<file path="src/rtl/dbus_pkg.sv">
// Shared types and constants for the CPU data-bus interconnect.
// Optional fault capture port set is enabled by DBUS_FAULT_CAPTURE_EN.
package dbus_pkg;

    typedef enum logic {
        IDLE,
        WAIT
    } state_t;

    localparam logic [1:0] FC_NONE     = 2'b00;
    localparam logic [1:0] FC_UNMAPPED = 2'b01;
    localparam logic [1:0] FC_TIMEOUT  = 2'b10;
    localparam logic [1:0] FC_OVERRUN  = 2'b11;

    function automatic int strb_w(input int dw);
        return dw / 8;
    endfunction

endpackage

</file>
<file path="src/rtl/dbus_decode.sv">
// Address decoder: mask/base match per slave, lowest index wins.
// Unaffected by DBUS_FAULT_CAPTURE_EN.
module dbus_decode
    import dbus_pkg::*;
#(
    parameter int                          N_SLAVES   = 4,
    parameter int                          ADDR_W     = 32,
    parameter int                          IDX_W      = 2,
    parameter logic [N_SLAVES*ADDR_W-1:0]  SLAVE_BASE = '0,
    parameter logic [N_SLAVES*ADDR_W-1:0]  SLAVE_MASK = '0
) (
    input  logic [ADDR_W-1:0] i_addr,
    output logic              o_hit,
    output logic [IDX_W-1:0]  o_idx
);

    // Scan downwards so the lowest matching index is the last one written.
    always_comb begin
        o_hit = 1'b0;
        o_idx = '0;
        for (int i = N_SLAVES - 1; i >= 0; i--) begin
            if ((i_addr & SLAVE_MASK[i*ADDR_W +: ADDR_W])
                    == SLAVE_BASE[i*ADDR_W +: ADDR_W]) begin
                o_hit = 1'b1;
                o_idx = IDX_W'(i);
            end
        end
    end

endmodule

</file>
<file path="src/rtl/dbus_interconnect.sv">
// CPU data port to N slaves: decode, ready/stall handshake, timeout, fault.
// Define DBUS_FAULT_CAPTURE_EN to add fault_addr/fault_code/fault_clr.
module dbus_interconnect
    import dbus_pkg::*;
#(
    parameter int                          N_SLAVES      = 4,
    parameter int                          ADDR_W        = 32,
    parameter int                          DATA_W        = 32,
    parameter logic [N_SLAVES*ADDR_W-1:0]  SLAVE_BASE    = {32'h2000_0000,
                                                            32'h1000_0000,
                                                            32'h0000_0000,
                                                            32'hffff_0700},
    parameter logic [N_SLAVES*ADDR_W-1:0]  SLAVE_MASK    = {32'hffff_f000,
                                                            32'hffff_0000,
                                                            32'hffff_0000,
                                                            32'hffff_ff00},
    parameter int                          TIMEOUT       = 15,
    parameter logic [DATA_W-1:0]           UNMAPPED_DATA = 32'hfefe_fefe,
    parameter logic [DATA_W-1:0]           TIMEOUT_DATA  = 32'hfdfd_fdfd
) (
    input  logic                          clk,
    input  logic                          rst,
    input  logic [DATA_W/8-1:0]           m_writeb,
    input  logic                          m_read,
    input  logic [ADDR_W-1:0]             m_addr,
    input  logic [DATA_W-1:0]             m_wdata,
    output logic [DATA_W-1:0]             m_rdata,
    output logic                          m_stall,
    output logic [N_SLAVES*DATA_W/8-1:0]  s_writeb,
    output logic [N_SLAVES-1:0]           s_read,
    output logic [ADDR_W-1:0]             s_addr,
    output logic [DATA_W-1:0]             s_wdata,
    input  logic [N_SLAVES*DATA_W-1:0]    s_rdata,
    input  logic [N_SLAVES-1:0]           s_ready,
    output logic                          fault
`ifdef DBUS_FAULT_CAPTURE_EN
    ,
    input  logic                          fault_clr,
    output logic [ADDR_W-1:0]             fault_addr,
    output logic [1:0]                    fault_code
`endif
);

    localparam int         SW    = strb_w(DATA_W);
    localparam int         IDX_W = (N_SLAVES > 1) ? $clog2(N_SLAVES) : 1;
    localparam logic [7:0] TO    = 8'(TIMEOUT);

    state_t             r_state;
    state_t             w_state_nxt;
    logic [7:0]         r_wcnt;
    logic [7:0]         w_wcnt_nxt;
    logic [IDX_W-1:0]   r_cur;
    logic [IDX_W-1:0]   w_cur_nxt;
    logic               r_fault;
    logic               w_fault_ev;
    logic               w_req;
    logic               w_hit;
    logic [IDX_W-1:0]   w_idx;
    logic [IDX_W-1:0]   w_sel;
    logic               w_sel_rdy;
    logic [DATA_W-1:0]  w_sel_rdata;
    logic               w_strobe;

    dbus_decode #(
        .N_SLAVES   (N_SLAVES),
        .ADDR_W     (ADDR_W),
        .IDX_W      (IDX_W),
        .SLAVE_BASE (SLAVE_BASE),
        .SLAVE_MASK (SLAVE_MASK)
    ) u_decode (
        .i_addr (m_addr),
        .o_hit  (w_hit),
        .o_idx  (w_idx)
    );

    assign w_req   = m_read | (|m_writeb);
    assign w_sel   = (r_state == WAIT) ? r_cur : w_idx;
    assign s_addr  = m_addr;
    assign s_wdata = m_wdata;
    assign fault   = r_fault;

    always_comb begin
        w_sel_rdy   = 1'b0;
        w_sel_rdata = '0;
        for (int i = 0; i < N_SLAVES; i++) begin
            if (IDX_W'(i) == w_sel) begin
                w_sel_rdy   = s_ready[i];
                w_sel_rdata = s_rdata[i*DATA_W +: DATA_W];
            end
        end
    end

    always_comb begin
        w_state_nxt = r_state;
        w_wcnt_nxt  = r_wcnt;
        w_cur_nxt   = r_cur;
        w_strobe    = 1'b0;
        w_fault_ev  = 1'b0;
        m_stall     = 1'b0;
        m_rdata     = UNMAPPED_DATA;
        unique case (r_state)
            IDLE: begin
                if (w_req) begin
                    if (!w_hit) begin
                        w_fault_ev = 1'b1;
                    end else begin
                        w_strobe = 1'b1;
                        if (w_sel_rdy) begin
                            m_rdata = w_sel_rdata;
                        end else begin
                            m_stall     = 1'b1;
                            w_state_nxt = WAIT;
                            w_cur_nxt   = w_idx;
                            w_wcnt_nxt  = 8'd1;
                        end
                    end
                end
            end
            WAIT: begin
                if (w_sel_rdy) begin
                    w_strobe    = 1'b1;
                    m_rdata     = w_sel_rdata;
                    w_state_nxt = IDLE;
                    w_wcnt_nxt  = 8'd0;
                end else if (r_wcnt == TO) begin
                    // Abort: strobes drop in the same cycle the CPU is released.
                    m_rdata     = TIMEOUT_DATA;
                    w_fault_ev  = 1'b1;
                    w_state_nxt = IDLE;
                    w_wcnt_nxt  = 8'd0;
                end else begin
                    w_strobe   = 1'b1;
                    m_stall    = 1'b1;
                    w_wcnt_nxt = r_wcnt + 8'd1;
                end
            end
        endcase
        if (rst) begin
            w_strobe = 1'b0;
            m_stall  = 1'b0;
        end
    end

    always_comb begin
        s_writeb = '0;
        s_read   = '0;
        for (int i = 0; i < N_SLAVES; i++) begin
            if (w_strobe && (IDX_W'(i) == w_sel)) begin
                s_writeb[i*SW +: SW] = m_writeb;
                s_read[i]            = m_read;
            end
        end
    end

    always_ff @(posedge clk) begin
        if (rst) begin
            r_state <= IDLE;
            r_wcnt  <= 8'd0;
            r_cur   <= '0;
            r_fault <= 1'b0;
        end else begin
            r_state <= w_state_nxt;
            r_wcnt  <= w_wcnt_nxt;
            r_cur   <= w_cur_nxt;
            r_fault <= w_fault_ev;
        end
    end

`ifdef DBUS_FAULT_CAPTURE_EN
    logic [ADDR_W-1:0] r_faddr;
    logic [1:0]        r_fcode;
    logic [1:0]        w_fcode_new;

    // Faults raised in IDLE are decode misses; in WAIT they are timeouts.
    assign w_fcode_new = (r_state == WAIT) ? FC_TIMEOUT : FC_UNMAPPED;
    assign fault_addr  = r_faddr;
    assign fault_code  = r_fcode;

    always_ff @(posedge clk) begin
        if (rst) begin
            r_faddr <= '0;
            r_fcode <= FC_NONE;
        end else if (w_fault_ev) begin
            if ((r_fcode == FC_NONE) || fault_clr) begin
                r_faddr <= m_addr;
                r_fcode <= w_fcode_new;
            end else begin
                r_fcode <= FC_OVERRUN;
            end
        end else if (fault_clr) begin
            r_faddr <= '0;
            r_fcode <= FC_NONE;
        end
    end
`endif

endmodule
</file>
<file path="config.mk">
export PLATFORM = sky130hd
export DESIGN_NAME = dbus_interconnect
export DESIGN_NICKNAME = d
export VERILOG_FILES = /design/src/rtl/dbus_pkg.sv /design/src/rtl/dbus_decode.sv /design/src/rtl/dbus_interconnect.sv
export SDC_FILE = /design/constraint.sdc
export NUM_CORES = 1
export LEC_CHECK = 0
export CORE_AREA = 2 2 126 128
export DETAILED_ROUTE_END_ITERATION = 16
export DIE_AREA = 0 0 128 130
export GPL_TIMING_DRIVEN = 0
export SYNTH_ARGS = -nofsm -noshare
export SYNTH_HDL_FRONTEND = slang
export SYNTH_SLANG_ARGS = --single-unit
</file>
<file path="constraint.sdc">
create_clock -name clk -period 3.8 [get_ports clk]
set_input_delay 0.38 -clock clk [delete_from_list [all_inputs] [get_ports clk]]
set_output_delay 0.38 -clock clk [all_outputs]
set_load 0.1 [all_outputs]
</file>
# Word-level counts from Yosys, hierarchy flattened
# Index checks and enable logic that the tools add are counted.
# classes
add_sub_neg	1
n_eq_ne	10
mux	54
n_reduce_logical	9
bitwise	3
# op_table
cell	count
32-bit two-way mux	8
32-bit case mux with 2 select lines	1
8-bit two-way mux	5
32-bit zero test	1
1-bit two-way mux	26
26-bit two-way mux	1
24-bit == test (second input constant)	1
20-bit by 18-bit == test with 1-bit output (second input constant)	1
16-bit by 13-bit == test with 1-bit output (second input constant)	1
4-bit two-way mux	4
8-bit case mux with 2 select lines	1
2-bit two-way mux	5
8-bit by 1-bit adder with 8-bit output (second input constant)	1
8-bit by 4-bit == test with 1-bit output (second input constant)	1
2-bit != test (second input constant)	3
1-bit case mux with 2 select lines	3
2-bit == test (first input constant)	2
1-bit logical AND	4
4-bit AND reduction	1
4-bit OR reduction	1
3-bit AND reduction	1
1-bit by 2-bit == test with 1-bit output (first input constant)	1
2-bit zero test	1
1-bit inverter	2
1-bit bitwise OR	1
# word_totals
output_inout_bits	118
in_bits	203
register_bits	12

# Longest topological paths before layout
# Gate-level depths: netlist (run 1).
# depth
depth_word	16
depth_mapped	11

# Cells and area by module
# From an unflattened synthesis (run 1), not the netlist that was laid out.
# unflattened
cells_unflattened	424
area_unflattened_um2	2851.5
# modules_own_cells
mod	area_each_um2	n_inst	cells_each	seq_area_each_um2
dbus_interconnect	2712.6	1	404	240.2
dbus_decode	138.9	1	20	0.0

# Worst setup path after synthesis (run 1)
# Ideal clock, no wire load.
# synth_timing
path_kind	input -> register
startpoint	input port m_addr[13]
endpoint	register r_state
t_arrival_ns	4.832
setup_slack_ns	-1.461
setup_ns	0.429
t_required_ns	3.371
cell_stages	6
path_cell_list	or4_4 o21a_1 o31a_1 a211oi_4 nor2_2 nor4_1
# synth_via
elab_chain_cells	16
# synth_rtl
item	line_no	text
from (decl)	dbus_interconnect.sv:25	input logic [ADDR_W-1:0] m_addr,
20-bit by 18-bit == test with 1-bit output	dbus_decode.sv:23	== SLAVE_BASE[i*ADDR_W +: ADDR_W]) begin
2-bit two-way mux (4 in series)	dbus_decode.sv:22	if ((i_addr & SLAVE_MASK[i*ADDR_W +: ADDR_W])
2-bit two-way mux	dbus_interconnect.sv:77	assign w_sel = (r_state == WAIT) ? r_cur : w_idx;
2-bit zero test	dbus_interconnect.sv:86	if (IDX_W'(i) == w_sel) begin
1-bit two-way mux (4 in series)	dbus_interconnect.sv:86	
1-bit two-way mux (3 in series)	--	
1-bit case mux with 2 select lines *	--	
1-bit two-way mux *	--	
named net m_stall	dbus_interconnect.sv:28	output logic m_stall,
to (signal assigned)	dbus_interconnect.sv:162	r_state <= w_state_nxt;
to (decl)	dbus_interconnect.sv:48	state_t r_state;
# The timed path passes the listed nets; every way through them passes the cells marked *.
# A chain may end at the register's enable or synchronous reset.

# Worst setup path in the final report (run 1)
# layout_timing
startpoint	input port m_addr[13]
endpoint	output port m_rdata[24]
# layout_via
elab_chain_cells	15
# layout_rtl
item	line_no	text
20-bit by 18-bit == test with 1-bit output	dbus_decode.sv:23	
2-bit two-way mux (4 in series)	dbus_decode.sv:22	
2-bit two-way mux	dbus_interconnect.sv:77	
2-bit zero test	dbus_interconnect.sv:86	
32-bit two-way mux or 1-bit two-way mux (tied branches) (4 in series)	dbus_interconnect.sv:86	
32-bit two-way mux	dbus_interconnect.sv:108	if (w_sel_rdy) begin
32-bit two-way mux	dbus_interconnect.sv:104	if (!w_hit) begin
32-bit two-way mux	dbus_interconnect.sv:103	if (w_req) begin
32-bit case mux with 2 select lines *	dbus_interconnect.sv:101	unique case (r_state)
to (decl)	dbus_interconnect.sv:27	output logic [DATA_W-1:0] m_rdata,
# Every way passes the cells marked *; elsewhere a longest branch is shown, timed or not.

==> results of run 1 <==
[kinds of logic (layout without fill, tap and decap cells)]
kind of cell	count (synthesis)	after routing	synth area share
fa+ha+maj	1	1	0.004466
xor+xnor	1	1	0.003127
other cells	0	1	0
simple gates	292	292	0.4788
compound gates	68	68	0.1782
mux	5	5	0.02412
flops	12	12	0.08575
buf+inv	101	384	0.2255
[worst register-to-register path: stages, from the launching register on]
cell and delay [ns]:
dfxtp_1 0.39, clkbuf_1 0.28, nand2_1 0.18, a21boi_2 0.52, mux4_2 0.60, nor3_1 0.42
a22oi_1 0.26, a31oi_1 0.19
[synthesized netlist by cell type (3+ instances only)]
cell,instances
and3_1,8
nand4_1,5
buf_1,3
inv_1,6
clkbuf_1,23
dfxtp_1,12
a21oi_1,16
or3_1,4
buf_2,4
o31ai_1,4
nor3_1,29
buf_4,64
mux2_2,4
nand2_1,146
nor4_1,7
nand3_1,64
a21o_1,24
nor2_1,12
o21ai_0,4
a211oi_1,3
[repair_timing]
item,4_1_cts,5_1_grt
cloned,0,0
gates resized for setup,325,17
endpoints found under the setup margin,53,53
buffers inserted,3,0
pin swaps,2,1
hold buffers,0,0
[area by class of cell]
class,instances,area (µm²),share of cell area
diodes,1,2.502,0.0004164
inverters,6,22.52,0.003748
plain buffers,93,614.3,0.1022
clock buffers,3,75.07,0.01249
flip-flops and latches,12,240.2,0.03997
multi-input cells,367,2140,0.3560
well taps,192,240.2,0.03997
repair buffers,282,2675,0.4451
[per-stage QoR]
stage,hold slack [ns],worst slack (ns)
4_1_cts,0.5143,-0.01520
3_3_place_gp,0.4791,-1.818
3_5_place_dp,0.5061,-1.961
2_1_floorplan,0.4630,-0.2502
5_1_grt,0.5346,-0.02099
6_report,0.5162,0.1155
[placed cells by master (no fill, tap or decap), types with 4 or more instances in the layout]
master and n:
nor4_2 4, nor2_1 8, clkbuf_1 14, nor2_2 5
nor3_2 20, nor3_1 9, buf_4 110, o31ai_2 4
clkdlybuf4s50_1 226, a21o_1 24, inv_1 6, nand4_1 5
a21oi_1 16, nand2_1 144, o21ai_0 4, and3_1 8
nand3_1 64, clkbuf_2 7, dfxtp_1 12, mux2_2 4
buf_2 10
[power by group through the flow]
stage / Combinational, mW / Sequential [mW] / Clock, mW
6_report: 0.640 / 0.142 / 0.199
5_1_grt: 0.670 / 0.143 / 0.204
4_1_cts: 0.642 / 0.141 / 0.200
3_5_place_dp: 0.637 / 0.144 / 0
3_3_place_gp: 0.637 / 0.144 / 0
2_1_floorplan: 0.379 / 0.146 / 0
[metal layers]
metal / GRT usage / wire, µm
met1: 0.2171 / 6471
met2: 0.3127 / 7973
met3: 0.03116 / 919
met4: 0.02780 / 138
met5: 0 / 0
[path summary, 6_finish.rpt]
| path | from | to | slack (ns) | cells after the start |
|---|---|---|---|---|
| hold / removal | r_cur[0] | r_cur[0] | 0.52 | 2 |
| hold reg to reg | r_cur[0] | r_cur[0] | 0.52 | 2 |
| setup / recovery | m_addr[13] | m_rdata[24] | 0.12 | 10 |
| setup reg to reg | r_state | r_wcnt[3] | 0.89 | 7 |
[flip-flops by register name (all words and copies together) (netlist names)]
name	flops
r_state	1
fault	1
r_wcnt	8
r_cur	2
==> results.md, run 1 <==
* Unrepaired setup endpoints after global routing: yes
* CP Launch Type: primary input
* Synthesized area at 2801 µm²
* Max Slew Vio Count at 0
* Worst path max stage delay at 0.56 ns
* Clock Sinks at 12
* Final hold vios at 0
* Sw frac at 0.4460
* Final cycle utilization of the critical path at 0.9696
* ANT nets after route at 0
* GRT Resource Usage Total at 0.1724
* Setup TNS at 0 ns
* Syn_nets at 684
* Number of I/O pins at 321
* Internal power at 0.5439 mW
* Comb pwr share at 0.652
* Gr ovfl total at 0
* GP Congestion at 0.8143
* Slowest cell on the critical path: or4_4
* Syn Inst Count at 480
* Seq pwr share at 0.145
* HP Class: reg2reg
* Synth Area per Inst at 5.836 µm²
* Critical path required time at 3.42 ns
* Root Buffer: clkbuf_16
* Placement-stage cell area at 5979 µm²
* DRT iter0 DRCs at 161
* Share of post-route cells with drive strength above 1 at 0.2477
* #FFs+latches synth at 12
* First-pass DRT Iterations at 5
* Fmax at 271.4 MHz
* Power per cell area at 163.4 nW/µm²
* Vias in the first global route at 4109
* LEAKAGE at 2.411 nW
* Core area at 15420 µm²
* Synth warn at 0
* WL per Instance at 16.22 µm
* Post-route insts no fill at 956
* Status: finished clean
* Worst-path clk slew at 0.05 ns
* Die Span X at 128 µm
* CTS tree: yes
* DRT Wirelength at 15.50 mm
* Finish-stage setup viols at 0
* Post-layout total power at 0.9817 mW
* Starting Density at 0.1816
* Post-synth EDFFs at 0
* Worst Setup End Kind: output pin
* Fin crit period at 3.684 ns
* FP Rows at 46
* Ys flop type: dfxtp_1
* Worst path bufs/invs at 4
* Htree depth at 1
* Clock power share at 0.203
* Initial antenna violation count at 0
* Post-layout utilization of the core at 0.3896
* Slew HR at 0.3181
* Dpl hpwl at 12.89 mm
* Cell variety after synth at 51
* Sw power at 0.4378 mW
* Fin nets at 969
* Dpl cells at 951
* Max Cap Viol at 0
* Top cell family by delay on the critical path: buffers and inverters
* VDD IR max at 122.2 µV
* Area growth, synth to finish at 114.5%
* Clock latency on the worst-skew pair at 0.24 ns
* Height of the die at 130 µm
* Setup CP Type: in2out
* Routed via count at 4302
* CP Max Fanout at 10
* Area contributors post-synth: nand2_1 (20%), buf_4 (17%), nand3_1 (11%)
* Fill cell count at 1672
* Largest net degree at the start of global routing at 11
* CTS Buffer Depth at 2
* Count of buffers from port buffering at 279
* CTS buffer count at 3
* Clk_skew at 0.0008444 ns
* Top cell type's share of synthesized area at 0.1956
* Critical-path cell list: clkdlybuf4s50_1, or4_4, o21a_1, o31ai_4, buf_4, a211oi_2, or3_4, buf_6, o31ai_2, buf_6
* Worst Path Arrival at 3.30 ns
* Finished Cell Area at 6010 µm²
* Cell taking the most area after synthesis: nand2_1
* Post-synth ARST share at 0
* Die ar. at 16640 µm²
* Global-route wire length before repair at 22.66 mm
* Sequential share of the synthesized area at 0.08575
* Via density at 4.500
* Remaining DRCs at 0
* Least-Margin Pin Slew at 1.020 ns
* Crit path top cell by count: buf_6
Power figures use the tool's default switching activity.
==> run 2, diff against run 1 <==
- SKIP_LAST_GASP: unset -> 1
==> run 2 against run 1 <==
Register-to-register slack gained 0.05 ns. Clock skew rose by 0.0041 ns. Clock-buffer cell count did not move. Utilization did not move. Power hardly changed. Clock power about the same. First-iteration DRC count rose by 18%. Cell count is the same. Final area unchanged. Setup slack is essentially flat. Routed wire length unchanged. Critical path type unchanged. Largest cell class unchanged.
==> results.md, run 2 (same netlist as run 1, synthesis figures left out) <==
* Fin nets at 969 (unchanged)
* Comb pwr share at 0.653 (about the same)
* FP Rows at 46 (unchanged)
* Worst Setup SP: m_addr[13]
* Reg2reg end: r_wcnt[3]
* Register area at 240.2 µm² (unchanged)
* Setup WS post-layout at 0.1157 ns (+0.0001800 ns)
* Worst path max stage delay at 0.56 ns (about the same)
* GRT Resource Usage Total at 0.1722 (-0.0001731)
* CTS buffer count at 3 (unchanged)
* Crit. path cell count at 10 (unchanged)
* Global-route wire length before repair at 22.65 mm (about the same)
* Unrepaired setup endpoints after global routing: yes
* Top reg by flops: r_wcnt
* Die Span X at 128 µm (unchanged)
* Internal power at 0.5438 mW (about the same)
* Setup CP Type: in2out
* Largest net degree at the start of global routing at 11 (unchanged)
* Vias in the first global route at 4106 (-0.073%)
* CP Max Fanout at 10 (unchanged)
* Finish-stage setup viols at 0 (unchanged)
* Area growth, synth to finish at 114.5% (unchanged)
* DRT Wirelength at 15.50 mm (unchanged)
* Crit path top cell by count: buf_6
* DRT iter0 DRCs at 190 (+18%)
* Most common cell after layout, fill and taps aside: clkdlybuf4s50_1
* Slowest cell on the critical path: or4_4
* Htree depth at 1 (unchanged)
* Least-Margin Pin Slew at 1.020 ns (-0.000007540 ns)
* Pre-CTS setup slack at -1.961 ns (unchanged)
* Critical path required time at 3.42 ns (about the same)
* Finished Cell Area at 6010 µm² (unchanged)
* Fin crit period at 3.684 ns (-0.0001800 ns)
* Count of buffers from port buffering at 279 (unchanged)
* Worst setup path endpoint: m_rdata[24]
* Critical-path cell list: clkdlybuf4s50_1, or4_4, o21a_1, o31ai_4, buf_4, a211oi_2, or3_4, buf_6, o31ai_2, buf_6
* CTS Buffer Depth at 2 (unchanged)
* GP Congestion at 0.8143 (unchanged)
* First-pass DRT Iterations at 4 (-1)
* LEAKAGE at 2.411 nW (unchanged)
* Worst path bufs/invs at 4 (unchanged)
* Max Slew Vio Count at 0 (unchanged)
* HP Class: reg2reg
* Clock Sinks at 12 (unchanged)
* Final hold vios at 0 (unchanged)
* Final cycle utilization of the critical path at 0.9696 (about the same)
* Max Cap Viol at 0 (unchanged)
* Height of the die at 130 µm (unchanged)
* Gr ovfl total at 0 (unchanged)
* Power per cell area at 163.2 nW/µm² (about the same)
* Dpl hpwl at 12.89 mm (unchanged)
* Sw power at 0.4370 mW (-0.18%)
* Most frequent cells in the layout: clkdlybuf4s50_1 (226), nand2_1 (144), buf_4 (110)
* Number of I/O pins at 321 (unchanged)
* Via density at 4.519 (+0.42%)
* Worst R2R Path Depth at 7 (unchanged)
* WL per Instance at 16.22 µm (unchanged)
* Share of post-route cells with drive strength above 1 at 0.2477 (unchanged)
* Die ar. at 16640 µm² (unchanged)
* Post-layout utilization of the core at 0.3896 (unchanged)
* FF-to-FF setup slack at 0.94 ns (+0.05 ns)
* Largest regs: r_wcnt x8, r_cur x2
* Number of flip-flops under the largest register name at 8 (unchanged)
* Slew HR at 0.3181 (about the same)
* Routed via count at 4320 (+0.42%)
* ANT nets after route at 0 (unchanged)
* Worst Path Arrival at 3.30 ns (about the same)
* Root Buffer: clkbuf_16
* Hold Buf Count CTS at 0 (unchanged)
* CTS tree: yes
* Clock power share at 0.202 (about the same)
* Multi-input combinational cell area at 2140 µm² (unchanged)
* Worst Setup End Kind: output pin
* VDD IR max at 124.6 µV (+2.0%)
* CP Launch Type: primary input
* Worst-path clk slew at 0.04 ns (about the same)
* Clk_skew at 0.004982 ns (+0.004138 ns)
* Setup TNS at 0 ns (unchanged)
* Fmax at 271.4 MHz (about the same)
* Core area at 15420 µm² (unchanged)
* Clock latency on the worst-skew pair at 0.25 ns (about the same)
* Crit Reg-Reg Startpoint: r_state
* Seq pwr share at 0.145 (about the same)
* Fill cell count at 1678 (+0.36%)
* Top cell family by delay on the critical path: buffers and inverters
* Placement-stage cell area at 5979 µm² (unchanged)
* Sw frac at 0.4456 (about the same)
* Initial antenna violation count at 0 (unchanged)
* Status: finished clean
* Starting Density at 0.1816 (unchanged)
* Remaining DRCs at 0 (unchanged)
## run 2: tightest hold or removal path, stage by stage (launching register included)
cell	delay [ns]
dfxtp_1	0.32
o21ai_0	0.07
a21oi_1	0.07
## run 2: worst min-delay path by stage
stage                     slack (ns)  depth (start not counted)  endpoint      from
final                           0.52                          2  r_cur[0]  r_cur[0]
after global routing            0.54                          2  r_cur[1]  r_cur[1]
after CTS                       0.51                          2  r_cur[1]  r_cur[1]
after global placement          0.48                          2  r_cur[0]  r_cur[0]
after floorplan                 0.46                          2  r_cur[0]  r_cur[0]
after detailed placement        0.51                          2  r_cur[1]  r_cur[1]
## run 2: power groups by stage
stage,logic (mW),registers (mW),clock network [mW]
after CTS,0.642,0.141,0.200
after global routing,0.670,0.143,0.204
after global placement,0.637,0.144,0
after floorplan,0.379,0.146,0
after detailed placement,0.637,0.144,0
final,0.640,0.142,0.199
## run 2: through the flow
| step | hold WS (ns) | std cells | total power [mW] |
|---|---|---|---|
| after floorplan | 0.4630 | 480 | 0.5253 |
| after global placement | 0.4791 | 951 | 0.7805 |
| after detailed placement | 0.5061 | 951 | 0.7811 |
| after CTS | 0.5143 | 956 | 0.9829 |
| after global routing | 0.5357 | 955 | 1.017 |
| final | 0.5153 | 956 | 0.9808 |
## run 2: timing repair
item	CTS	global route
setup endpoints to repair	53	53
pin swaps	2	0
resized for setup	324	18
setup buffers	3	0
gates cloned	0	0
## run 2: cell type report
| class | count | share of cell area |
|---|---|---|
| antenna | 1 | 0.0004164 |
| buffer | 93 | 0.1022 |
| tap | 192 | 0.03997 |
| sequential | 12 | 0.03997 |
| multi-input combinational | 367 | 0.3560 |
| timing repair buffer | 282 | 0.4451 |
| inverter | 6 | 0.003748 |
| clock buffer | 3 | 0.01249 |
## run 2: layer usage
metal	global-route usage	up-vias	part of all wire
met4	0.02780	0	0.0089
li1	-	2171	-
met2	0.3136	161	0.52
met5	0	-	0
met1	0.2159	1977	0.41
met3	0.03116	11	0.066
